## config.mk

```make
export PLATFORM = sky130hd
export DESIGN_NAME = delta_gen_seq_flat
export DESIGN_NICKNAME = d
export VERILOG_FILES = /design/src/rtl/delta_gen_seq_pkg.sv /design/src/rtl/delta_gen_seq_if.sv /design/src/rtl/delta_gen_seq_mac_unit.sv /design/src/rtl/delta_gen_seq.sv /design/src/flat_wrapper.sv
export SDC_FILE = /design/constraint.sdc
export NUM_CORES = 1
export LEC_CHECK = 0
export CAP_MARGIN = 0
export CORE_ASPECT_RATIO = 1.4
export CORE_MARGIN = 10
export CORE_UTILIZATION = 57
export DETAILED_ROUTE_END_ITERATION = 7
export PLACE_DENSITY_LB_ADDON = 0.08
export SYNTH_ARGS = -nofsm -noshare
export SYNTH_HDL_FRONTEND = slang
export SYNTH_SLANG_ARGS = --single-unit
```

## constraint.sdc

```tcl
create_clock -name clk -period 11.3 [get_ports clk]
set_input_delay 3.39 -clock clk [delete_from_list [all_inputs] [get_ports clk]]
set_output_delay 3.39 -clock clk [all_outputs]
set_load 0.1 [all_outputs]
```

## src/rtl/delta_gen_seq_pkg.sv

```systemverilog
// delta_gen_seq_pkg: shared defaults and FSM state encodings for the delta generator
package delta_gen_seq_pkg;
    localparam int DATA_W_DEF      = 16;
    localparam int FRAC_W_DEF      = 8;
    localparam int N_MAX_DEF       = 32;
    localparam int LEAKY_SHIFT_DEF = 3;

    typedef enum logic [1:0] {
        S_IDLE  = 2'd0,
        S_MAC   = 2'd1,
        S_SCALE = 2'd2,
        S_OUT   = 2'd3
    } state_t;
endpackage

```

## src/rtl/delta_gen_seq_if.sv

```systemverilog
// delta_gen_seq_if: request, operand-read and result handshake bundle of the delta generator
interface delta_gen_seq_if
    import delta_gen_seq_pkg::*;
#(
    parameter int DATA_W = DATA_W_DEF,
    parameter int N_MAX  = N_MAX_DEF
);
    localparam int ADDR_W = $clog2(N_MAX);

    logic                     start;
    logic                     is_last;
    logic                     z_neg;
    logic        [ADDR_W:0]   fan_out;
    logic signed [DATA_W-1:0] y_val;
    logic signed [DATA_W-1:0] desired_val;
    logic                     rd_en;
    logic        [ADDR_W-1:0] rd_addr;
    logic signed [DATA_W-1:0] wt_data;
    logic signed [DATA_W-1:0] d_in_data;
    logic signed [DATA_W-1:0] d_out;
    logic                     d_valid;
    logic                     d_ready;
    logic                     busy;

    modport master (
        output start, is_last, z_neg, fan_out, y_val, desired_val, wt_data, d_in_data, d_ready,
        input  rd_en, rd_addr, d_out, d_valid, busy
    );

    modport slave (
        input  start, is_last, z_neg, fan_out, y_val, desired_val, wt_data, d_in_data, d_ready,
        output rd_en, rd_addr, d_out, d_valid, busy
    );
endinterface

```

## src/rtl/delta_gen_seq_mac_unit.sv

```systemverilog
// mac_unit: signed multiply-accumulate with synchronous clear and enable
module mac_unit #(
    parameter int DATA_W = 16,
    parameter int ACC_W  = 38
) (
    input  logic                     clk,
    input  logic                     rst,
    input  logic                     i_clr,
    input  logic                     i_en,
    input  logic signed [DATA_W-1:0] i_a,
    input  logic signed [DATA_W-1:0] i_b,
    output logic signed [ACC_W-1:0]  o_acc
);
    logic signed [2*DATA_W-1:0] w_prod;
    logic signed [ACC_W-1:0]    r_acc;

    always_comb w_prod = i_a * i_b;

    always_ff @(posedge clk) begin
        if (rst || i_clr)
            r_acc <= '0;
        else if (i_en)
            r_acc <= r_acc + {{(ACC_W-2*DATA_W){w_prod[2*DATA_W-1]}}, w_prod};
    end

    assign o_acc = r_acc;
endmodule

```

## src/rtl/delta_gen_seq.sv

```systemverilog
// delta_gen_seq: sequential backprop delta generator (MAC over fan-out, leaky-ReLU scale, saturate)
module delta_gen_seq
    import delta_gen_seq_pkg::*;
#(
    parameter int DATA_W      = DATA_W_DEF,
    parameter int FRAC_W      = FRAC_W_DEF,
    parameter int N_MAX       = N_MAX_DEF,
    parameter int LEAKY_SHIFT = LEAKY_SHIFT_DEF
) (
    input logic            clk,
    input logic            rst,
    delta_gen_seq_if.slave bus
);
    localparam int ADDR_W = $clog2(N_MAX);
    localparam int ACC_W  = 2*DATA_W + ADDR_W + 1;

    state_t                   r_state;
    logic        [ADDR_W:0]   r_cnt;
    logic        [ADDR_W:0]   r_fan;
    logic                     r_last;
    logic                     r_zneg;
    logic signed [DATA_W-1:0] r_y;
    logic signed [DATA_W-1:0] r_des;
    logic                     r_rd_en;
    logic        [ADDR_W-1:0] r_rd_addr;
    logic signed [DATA_W-1:0] r_dout;
    logic                     r_dvalid;

    logic signed [ACC_W-1:0]  w_acc;
    logic signed [ACC_W-1:0]  w_hid;
    logic signed [ACC_W-1:0]  w_pre;
    logic signed [ACC_W-1:0]  w_shr;
    logic signed [ACC_W-1:0]  w_lk;
    logic signed [DATA_W:0]   w_diff;
    logic        [DATA_W-1:0] w_sat;
    logic                     w_ok;
    logic        [ADDR_W:0]   w_nxt;
    logic                     w_clr;
    logic                     w_en;

    // step c>=1 consumes the operands requested at step c-1
    assign w_clr = (r_state == S_IDLE) && bus.start;
    assign w_en  = (r_state == S_MAC) && (r_cnt != '0);

    mac_unit #(.DATA_W(DATA_W), .ACC_W(ACC_W)) u_mac (
        .clk   (clk),
        .rst   (rst),
        .i_clr (w_clr),
        .i_en  (w_en),
        .i_a   (bus.wt_data),
        .i_b   (bus.d_in_data),
        .o_acc (w_acc)
    );

    // signed shifts kept in separate signed terms so the muxes cannot turn them logical
    always_comb begin
        w_diff = {r_y[DATA_W-1], r_y} - {r_des[DATA_W-1], r_des};
        w_hid  = w_acc >>> FRAC_W;
        w_pre  = r_last ? {{(ACC_W-DATA_W-1){w_diff[DATA_W]}}, w_diff} : w_hid;
        w_shr  = w_pre >>> LEAKY_SHIFT;
        w_lk   = r_zneg ? w_shr : w_pre;
        w_ok   = (&w_lk[ACC_W-1:DATA_W-1]) || !(|w_lk[ACC_W-1:DATA_W-1]);
        w_sat  = w_ok ? w_lk[DATA_W-1:0] : {w_lk[ACC_W-1], {(DATA_W-1){~w_lk[ACC_W-1]}}};
        w_nxt  = r_cnt + (ADDR_W+1)'(1);
    end

    always_ff @(posedge clk) begin
        if (rst) begin
            r_state   <= S_IDLE;
            r_cnt     <= '0;
            r_fan     <= '0;
            r_last    <= 1'b0;
            r_zneg    <= 1'b0;
            r_y       <= '0;
            r_des     <= '0;
            r_rd_en   <= 1'b0;
            r_rd_addr <= '0;
            r_dout    <= '0;
            r_dvalid  <= 1'b0;
        end else begin
            case (r_state)
                S_IDLE: if (bus.start) begin
                    r_fan     <= bus.fan_out;
                    r_last    <= bus.is_last;
                    r_zneg    <= bus.z_neg;
                    r_y       <= bus.y_val;
                    r_des     <= bus.desired_val;
                    r_cnt     <= '0;
                    r_rd_en   <= !bus.is_last && (bus.fan_out != '0);
                    r_rd_addr <= '0;
                    r_state   <= bus.is_last ? S_SCALE : S_MAC;
                end
                S_MAC: begin
                    r_cnt     <= w_nxt;
                    r_rd_en   <= w_nxt < r_fan;
                    r_rd_addr <= w_nxt[ADDR_W-1:0];
                    if (r_cnt == r_fan)
                        r_state <= S_SCALE;
                end
                S_SCALE: begin
                    r_dout   <= w_sat;
                    r_dvalid <= 1'b1;
                    r_state  <= S_OUT;
                end
                S_OUT: if (bus.d_ready) begin
                    r_dvalid <= 1'b0;
                    r_state  <= S_IDLE;
                end
            endcase
        end
    end

    assign bus.rd_en   = r_rd_en;
    assign bus.rd_addr = r_rd_addr;
    assign bus.d_out   = r_dout;
    assign bus.d_valid = r_dvalid;
    assign bus.busy    = (r_state != S_IDLE);
endmodule

```

## src/flat_wrapper.sv

```systemverilog
// flat-port wrapper written by rule: the top's interface ports become plain ports
module delta_gen_seq_flat import delta_gen_seq_pkg::*;
#(
    parameter int DATA_W      = DATA_W_DEF,
    parameter int FRAC_W      = FRAC_W_DEF,
    parameter int N_MAX       = N_MAX_DEF,
    parameter int LEAKY_SHIFT = LEAKY_SHIFT_DEF
)
  (clk, rst, bus_start, bus_is_last, bus_z_neg, bus_fan_out, bus_y_val, bus_desired_val, bus_wt_data, bus_d_in_data, bus_d_ready, bus_rd_en, bus_rd_addr, bus_d_out, bus_d_valid, bus_busy);
  delta_gen_seq_if #(.DATA_W(DATA_W), .N_MAX(N_MAX)) bus_i ();
  input logic clk;
  input logic rst;
  input wire logic [$bits(bus_i.start)-1:0] bus_start;
  input wire logic [$bits(bus_i.is_last)-1:0] bus_is_last;
  input wire logic [$bits(bus_i.z_neg)-1:0] bus_z_neg;
  input wire logic [$bits(bus_i.fan_out)-1:0] bus_fan_out;
  input wire logic [$bits(bus_i.y_val)-1:0] bus_y_val;
  input wire logic [$bits(bus_i.desired_val)-1:0] bus_desired_val;
  input wire logic [$bits(bus_i.wt_data)-1:0] bus_wt_data;
  input wire logic [$bits(bus_i.d_in_data)-1:0] bus_d_in_data;
  input wire logic [$bits(bus_i.d_ready)-1:0] bus_d_ready;
  output wire logic [$bits(bus_i.rd_en)-1:0] bus_rd_en;
  output wire logic [$bits(bus_i.rd_addr)-1:0] bus_rd_addr;
  output wire logic [$bits(bus_i.d_out)-1:0] bus_d_out;
  output wire logic [$bits(bus_i.d_valid)-1:0] bus_d_valid;
  output wire logic [$bits(bus_i.busy)-1:0] bus_busy;
  assign bus_i.start = bus_start;
  assign bus_i.is_last = bus_is_last;
  assign bus_i.z_neg = bus_z_neg;
  assign bus_i.fan_out = bus_fan_out;
  assign bus_i.y_val = bus_y_val;
  assign bus_i.desired_val = bus_desired_val;
  assign bus_i.wt_data = bus_wt_data;
  assign bus_i.d_in_data = bus_d_in_data;
  assign bus_i.d_ready = bus_d_ready;
  assign bus_rd_en = bus_i.rd_en;
  assign bus_rd_addr = bus_i.rd_addr;
  assign bus_d_out = bus_i.d_out;
  assign bus_d_valid = bus_i.d_valid;
  assign bus_busy = bus_i.busy;
  delta_gen_seq #(.DATA_W(DATA_W), .FRAC_W(FRAC_W), .N_MAX(N_MAX), .LEAKY_SHIFT(LEAKY_SHIFT)) u_core (.clk(clk), .rst(rst), .bus(bus_i));
endmodule
```

After elaboration in Yosys (flattened, before gate mapping)
Index checks and enable logic that the tools add are counted.
W data, S select, Z words.
{"block": "word_totals", "word_cells": 60, "out_inout_bits": 24, "register_bits": 109, "in_bits": 76}
{"block": "classes", "n_mux": 16, "mul": 1, "reduce_logical": 19, "bitwise_logic": 1, "add_sub_neg": 3, "n_lt_le_gt_ge": 1, "eq_ne": 7}
{"cell": "$add A38 B38 Y38", "n": 1}
{"cell": "$mux W38", "n": 1}
{"cell": "$mux W37", "n": 1}
{"cell": "$mul A16 B16 Y32", "n": 1}
{"cell": "$reduce_and A23 Y1", "n": 1}
{"cell": "$reduce_or A23 Y1", "n": 1}
{"cell": "$sub A16 B16 Y17", "n": 1}
{"cell": "$mux W16", "n": 1}
{"cell": "$pmux W6 S2", "n": 1}
{"cell": "$reduce_bool A6 Y1", "n": 2}
{"cell": "$pmux W5 S2", "n": 1}
{"cell": "$mux W2", "n": 4}
{"cell": "$pmux W2 S4", "n": 1}
{"cell": "$add A6 B1 Y6 const B", "n": 1}
{"cell": "$eq A6 B6 Y1", "n": 1}
{"cell": "$lt A6 B6 Y1", "n": 1}
{"cell": "$mux W6", "n": 1}
{"cell": "$ne A2 B2 Y1 const B", "n": 3}
{"cell": "$reduce_and A2 Y1", "n": 3}
{"cell": "$reduce_bool A2 Y1", "n": 3}
{"cell": "$mux W5", "n": 1}
{"cell": "$eq A2 B2 Y1 const B", "n": 2}
{"cell": "$pmux W1 S2", "n": 2}
{"cell": "$logic_and A1 B1 Y1", "n": 3}
{"cell": "other kinds (7)", "n": 10}

Logic depth before layout (Yosys ltp)
Gate-level depths: netlist (run 1).
{"block": "logic_depth", "word_depth": 7, "depth_mapped": 35, "depth_no_buf": 34}

Cells and area by module
From an unflattened synthesis (run 1), not the netlist that was laid out.
{"block": "hier_totals", "cells_unflattened": 1997, "area_unflattened_um2": 17279.1}
{"module": "mac_unit", "seq_area_each_um2": 760.7, "area_per_inst_um2": 13195.2, "cells_each": 1486, "n_inst": 1}
{"module": "delta_gen_seq", "seq_area_each_um2": 1321.3, "area_per_inst_um2": 4083.9, "cells_each": 511, "n_inst": 1}

Worst setup path after synthesis (run 1)
No wires, ideal clock.
{"block": "synth_path", "path_kind": "input -> register", "startpoint": "input port bus_wt_data[10]", "endpoint": "register u_core.u_mac.r_acc[36] (netlist: u_core.u_mac.o_acc[36])", "n_path_buf": 1, "slack_ns": 0.286, "required_time_ns": 11.226, "stages": 30, "arrival_ns": 10.940, "setup_time_ns": 0.074, "path_cell_list": "clkbuf_1 > nand2_1 > fa_1 > fa_1 > fa_1 > fa_1 > inv_1 > fa_1 > fa_1 > ha_1 > a21o_1 > a21o_1 > a21oi_1 > o21ai_0 > a21o_1 > o21a_1 > o21a_1 > o21ai_0 > a21oi_1 > nand3b_1 > ha_1 > a21o_1 > a21o_1 > a311oi_1 > o21ai_0 > or3_1 > o21ai_1 > o21ai_0 > or4b_1 > a31oi_1"}
{"block": "synth_between", "elab_chain_cells": 2}
{"element": "start: declaration", "line": "flat_wrapper.sv:19", "source": "input wire logic [$bits(bus_i.wt_data)-1:0] bus_wt_data;"}
{"element": "$mul A16 B16 Y32", "line": "delta_gen_seq_mac_unit.sv:17", "source": "always_comb w_prod = i_a * i_b;"}
{"element": "$add A38 B38 Y38", "line": "delta_gen_seq_mac_unit.sv:23", "source": "r_acc <= r_acc + {{(ACC_W-2*DATA_W){w_prod[2*DATA_W-1]}}, w_prod};"}
{"element": "end signal: assignment", "line": "delta_gen_seq_mac_unit.sv:23"}
{"element": "end: declaration", "line": "delta_gen_seq_mac_unit.sv:15", "source": "logic signed [ACC_W-1:0] r_acc;"}
No other way between the ends.
A chain may end at the register's enable or synchronous reset.

Worst setup path after layout (run 1)
{"block": "layout_path", "startpoint": "input port bus_wt_data[14]", "endpoint": "register u_core.u_mac.r_acc[37] (netlist: u_core.u_mac.o_acc[37])"}
Same word-level chain as after synthesis.

==> metrics.csv, run 1 <==
metric,value,unit
crit path capture,u_core.u_mac.o_acc[37],
Die H,224,um
worst slew margin relative to its limit,18.3,%
sequential share of the synthesized area,12.3,%
Max Root-Sink Buffers,2,
fin. max-slew vios,0,
most frequent cells after synthesis,"inv_1 (334), nand2_1 (300), fa_1 (264)",
Worst R2R Path Depth,13,
"setup slack, reg-to-reg",7.26,ns
Initial Utilization,57.8,%
slowest CP cell,fa_1,
worst setup path startpoint,bus_wt_data[14],
die area,37000,sq um
hold buffer count at CTS,0,
vias per cell,5.39,
"Warnings, synthesis",0,
largest cells by area after synthesis,"fa_1 (31%), dfxtp_1 (12%), ha_1 (11%)",
Final min period,11.04,ns
crit start category,primary input,
initial antenna violation count,0,
ys async rst share,0,%
Post-DP Area,19800,sq um
Crit Path Class,primary input to register,
HP Class,register to register,
Vias,14400,
gr ovfl total,0,
Worst path max stage delay,0.52,ns
Max Clk Rate,0.0906,GHz
DRC Markers,0,
crit share post-route,97.7,%
Worst R2R End,u_core.bus.d_out[11],
1st-iter DRT viols,592,
layout cells sized above 1,14.4,%
core box area,29300,sq um
largest net degree at the start of global routing,56,
Total GRT Usage,23.1,%
Mapped Nets,2507,
global-route wire length before repair,71300,um
DR pass1 iterations,5,
antenna diode count,0,
Gate Count Post-Synth,2018,
Worst-Margin Slew,1.23,ns
CP Depth,34,
Netlist Area Pre-Place,16900,sq um
max cap viols,0,
kind of cell adding the most delay to the critical path,adder cells,
post-synth top area cell,fa_1,
"Primary FF master, synth",dfxtp_1,
Post-synth EDFFs,0,
CP bufs+invs,10,
HPWL after detailed placement,35200,um
worst path arrival time,11.33,ns
WL final,41900,um
clock skew,0.00615,ns
most common cell in the netlist,inv_1,
"Distinct cells, synth",65,
dpl ws,-0.592,ns
CTS buffer count,9,
CTS Sinks,104,
crit path max fanout,8,
Die Wd,166,um
antenna-violating nets left,0,
CTS tree,yes,
final cell count without fillers,2672,
WL/cell,15.7,um
area grow syn2layout,22.3,%
vias in the first global route,15300,
CTS root buffer,clkbuf_16,
Crit path top cell by count,buf_4,
status,finished clean,
FP Rows,74,
Total Nets Final,2776,
Fin. Hold Viols,0,
Synth top area share,31.3,%
H-tree Lvls,3,
placed insts,2644,
element type at the critical path end,register,
# port buffers,99,
minimum hold slack,0.457,ns
Setup-failing EPs final,0,
setup slack after layout,0.265,ns
CP Data Required Time,11.60,ns
FF-to-FF Start,u_core.r_y[0],
synthesized area per cell,8.38,sq um
clk slew on worst S/H paths,0.07,ns
Skew-Pair Late Insertion Delay,0.37,ns
#FFs+latches synth,104,
IO Pins,100,
final instance area,20700,sq um
placer congestion estimate,0.923,
-- cells by family after synthesis --
logic type | Yosys count | share of synthesized area [%]
adders and majority gates | 413 | 42.3
DFF | 104 | 12.3
and+or+nand+nor | 648 | 18.0
buffers and inverters | 411 | 9.24
muxes | 13 | 0.933
AOI/OAI and AO/OA | 359 | 13.5
xor gates and xnor gates | 70 | 3.71
-- layer usage --
layer / vias up / global-route usage, % / routed length [um]
li1: 6995 / - / -
met1: 7004 / 27.0 / 17100
met2: 303 / 42.4 / 22200
met3: 88 / 2.66 / 1410
met4: 0 / 7.98 / 1240
met5: - / 0 / 0
-- worst min-delay path, stage by stage, from the launching register on --
cell	delay, ns
dfxtp_1	0.31
nand2_1	0.05
a21oi_1	0.05
-- cell usage in the layout, fill, tap and decap left out, types with 6 or more instances in the layout --
master           count
inv_1              332
nand2_1            299
fa_1               255
buf_4              219
ha_1               143
a21oi_1            124
and2_1             121
dfxtp_1            104
nor2_1              81
clkdlybuf4s50_1     71
xnor2_1             44
o21ai_0             44
a21o_1              37
nor3_1              28
nand3_1             26
o211ai_1            26
xor2_1              22
dlymetal6s2s_1      22
o21a_1              21
nor2b_1             16
nand2b_1            16
o21bai_1            14
buf_6               11
o21ai_1              9
or3_1                9
a211oi_1             9
mux2i_1              9
fa_2                 9
clkbuf_16            9
a21oi_2              8
a31oi_1              8
a21boi_0             7
and3_1               6
a211o_1              6
nand4_1              6
ha_4                 6
-- worst min path at each step --
stage                                     start                     to  slack (ns)  depth (start not counted)
after floorplan           u_core.u_mac.o_acc[6]  u_core.u_mac.o_acc[6]        0.44                          2
final                          u_core.r_des[11]       u_core.r_des[11]        0.46                          2
after detailed placement       u_core.r_des[11]       u_core.r_des[11]        0.45                          2
after CTS                      u_core.r_des[11]       u_core.r_des[11]        0.46                          2
after global placement         u_core.r_des[13]       u_core.r_des[13]        0.44                          2
after global routing              u_core.r_y[5]          u_core.r_y[5]        0.48                          2
-- area by class of cell --
cell class	count	area [sq um]
tap	380	475
inverter	334	1250
multi-input combinational	1503	13700
clock inverter	7	77.6
sequential	104	2080
timing repair buffer	335	2900
fill	2352	8590
clock buffer	9	225
-- metrics by stage --
stage                      TNS, ns  util, %
final                            0     70.6
after CTS                        0     68.8
after floorplan                  0        -
after global routing      -0.00321     70.6
after global placement       -1.38     67.7
after detailed placement     -2.42     67.7
-- state kept, by name, indices dropped and copies added, names as in the netlist --
register and count:
u_core.r_state 2, u_core.r_last 1, u_core.u_mac.o_acc 38, u_core.r_y 16, u_core.r_fan 6, u_core.r_zneg 1
u_core.r_cnt 6, u_core.r_des 16, u_core.bus.rd_en 1, u_core.bus.d_valid 1, u_core.bus.d_out 16
-- repair_timing --
item                                    4_1_cts  5_1_grt
gates resized for setup                      14      113
cloned                                        0        2
endpoints found under the setup margin        3        8
setup buffers                                 1        9
pin swaps                                     3       64
Power of run 1 is not shown: default switching activity piles up to over one toggle a cycle in this logic, so the estimate is an artifact.
==> inputs of run 2 (changes only) <==
Settings changed: SYNTH_HIERARCHICAL set to 1.
==> metrics.csv, run 2 <==
metric,value,unit,change
worst slew margin relative to its limit,26.3,%,was 18.3%
hold buffer count at CTS,0,,unchanged
HP Class,register to register,,unchanged
crit share post-route,97.1,%,was 97.7%
"Warnings, synthesis",6,,was 0
WL final,39800,um,was 41900 um
CTS root buffer,clkbuf_16,,unchanged
Die H,226,um,was 224 um
DRC Markers,0,,unchanged
element type at the critical path end,register,,unchanged
Total GRT Usage,21.8,%,was 23.1%
#FFs+latches synth,104,,unchanged
die area,37800,sq um,was 37000 sq um
worst setup path startpoint,bus_d_in_data[7],,was bus_wt_data[14]
1st-iter DRT viols,485,,was 592
Gate Count Post-Synth,1997,,was 2018
gr ovfl total,0,,unchanged
"commonest non-fill, non-tap cell in the layout",inv_1,,unchanged
Largest register FFs,38,,unchanged
Max Clk Rate,0.0911,GHz,was 0.0906 GHz
ys async rst share,0,%,unchanged
crit start category,primary input,,unchanged
"commonest cells after routing, fill and taps aside","inv_1 (332), fa_1 (264), nand2_1 (245)",,"was inv_1 (332), nand2_1 (299), fa_1 (255)"
DR pass1 iterations,5,,unchanged
global-route wire length before repair,70100,um,was 71300 um
synthesized area per cell,8.65,sq um,was 8.38 sq um
Post-Route Utilization,66.2,%,was 70.6%
HP Start,u_core/r_y[0],,was u_core.r_des[11]
"Primary FF master, synth",dfxtp_1,,unchanged
CP bufs+invs,5,,was 10
Setup-failing EPs final,0,,unchanged
antenna-violating nets left,0,,unchanged
"Distinct cells, synth",90,,was 65
FF-to-FF Start,u_core/r_state[0],,was u_core.r_y[0]
# port buffers,99,,unchanged
fill count,2588,,was 2352
most common cell in the netlist,inv_1,,unchanged
WL met1,16700,um,was 17100 um
slowest CP cell,clkdlybuf4s50_1,,was fa_1
Netlist Area Pre-Place,17300,sq um,was 16900 sq um
placer congestion estimate,0.902,,was 0.923
largest net degree at the start of global routing,57,,was 56
Worst-Margin Slew,1.10,ns,was 1.23 ns
WL met2,20900,um,was 22200 um
WL/cell,15.6,um,was 15.7 um
FP Rows,75,,was 74
most frequent cells after synthesis,"inv_1 (332), fa_1 (264), nand2_1 (245)",,"was inv_1 (334), nand2_1 (300), fa_1 (264)"
IO Pins,100,,unchanged
Register Area,2080,sq um,unchanged
Multi-input gate area,13700,sq um,about the same
CP Data Required Time,11.61,ns,was 11.60 ns
metal3 WL,1330,um,was 1410 um
area grow syn2layout,14.6,%,was 22.3%
crit path max fanout,7,,was 8
clock skew,0.0106,ns,was 0.00615 ns
dpl ws,-0.121,ns,was -0.592 ns
RSZ-0062 raised after global routing,false,,
Vias,13900,,was 14400
Mapped Nets,2486,,was 2507
Final min period,10.97,ns,was 11.04 ns
clk slew on worst S/H paths,0.07,ns,about the same
CTS Sinks,104,,unchanged
vias in the first global route,15100,,was 15300
CTS tree,yes,,unchanged
post-synth top area cell,fa_1,,unchanged
fin. max-slew vios,0,,unchanged
Max Root-Sink Buffers,2,,unchanged
Die Wd,167,um,was 166 um
Crit path top cell by count,fa_1,,was buf_4
initial antenna violation count,0,,unchanged
DR top layer,met4,,unchanged
layout cells sized above 1,9.09,%,was 14.4%
Crit Path Class,primary input to register,,unchanged
Synth top area share,30.6,%,was 31.3%
Fin. Hold Viols,0,,unchanged
Initial Utilization,57.7,%,was 57.8%
core box area,29900,sq um,was 29300 sq um
largest cells by area after synthesis,"fa_1 (31%), dfxtp_1 (12%), ha_1 (11%)",,unchanged
CTS buffer count,9,,unchanged
status,finished clean,,unchanged
max cap viols,0,,unchanged
kind of cell adding the most delay to the critical path,adder cells,,unchanged
Skew-Pair Late Insertion Delay,0.37,ns,about the same
HPWL after detailed placement,34200,um,was 35200 um
setup_tns,0,ns,unchanged
antenna diode count,0,,unchanged
vias per cell,5.47,,was 5.39
Total Nets Final,2651,,was 2776
setup slack after layout,0.325,ns,was 0.265 ns
Post-CTS Setup Bufs,0,,was 1
Worst path max stage delay,0.64,ns,was 0.52 ns
sequential share of the synthesized area,12.0,%,was 12.3%
worst path arrival time,11.28,ns,was 11.33 ns
H-tree Lvls,3,,unchanged
Post-synth EDFFs,0,,unchanged
run 2: cell count changes in the layout (fill, tap and decap cells not counted), sizes merged, moves of 10 or more:
cell	before	now
clkdlybuf4s50	71	93
o211ai	27	12
nor3	33	23
dlymetal6s2s	22	5
buf	237	130
mux2i	9	33
a221o	1	18
nand2	300	246
run 2: cell families (layout without fill, tap and decap cells):
group / Yosys count / count (layout) / share of synthesized area, %
adder cells (fa/ha/maj): 413 / 413 / 41.4
AND/OR/NAND/NOR: 597 / 597 / 16.8
AO/OA/AOI/OAI: 353 / 353 / 13.9
buffers and inverters: 410 / 580 / 9.09
multiplexers: 41 / 41 / 2.72
XOR/XNOR: 79 / 79 / 4.00
flip-flops: 104 / 104 / 12.0
run 2: metal layers:
metal / vias to the layer above / global-route usage, %
li1: 6788 / -
met1: 6844 / 25.2
met2: 246 / 40.8
met3: 69 / 3.01
met4: 0 / 6.11
met5: - / 0
run 2: repair_timing:
item | in CTS | in global routing
endpoints found under the hold margin | 0 | 0
setup endpoints to repair | 0 | 11
resized for setup | 0 | 14
run 2: layout make-up:
class / count / share of cell area, %
inverters: 336 / 6.37
repair buffers: 228 / 10.2
well taps: 385 / 2.43
multi-input cells: 1483 / 69.0
clock inverters: 6 / 0.347
clock buffers: 10 / 1.16
flip-flops and latches: 104 / 10.5
run 2: metrics by stage:
stage | instance area [sq um] | cells | hold slack [ns]
final | 19800 | 2552 | 0.456
after global routing | 19800 | 2552 | 0.476
after CTS | 19800 | 2552 | 0.457
after detailed placement | 19500 | 2536 | 0.448
after global placement | 19500 | 2536 | 0.445
after floorplan | 17300 | 1997 | 0.436
run 2: final timing paths:
kind | to | slack [ns] | cells past startpoint
hold reg to reg | u_core/r_y[0] | 0.46 | 2
setup reg to reg | u_core/u_mac/o_acc[37] | 7.40 | 9
setup / recovery | u_core/u_mac/o_acc[37] | 0.33 | 30
hold / removal | u_core/r_y[0] | 0.46 | 2
run 2: worst min-delay path, delay by kind of cell, from the launching register on:
family	cells	cell delay, ns
compound gates	1	0.05
flops	1	0.31
simple gates	1	0.05
Power of run 2 is left out for the same reason.
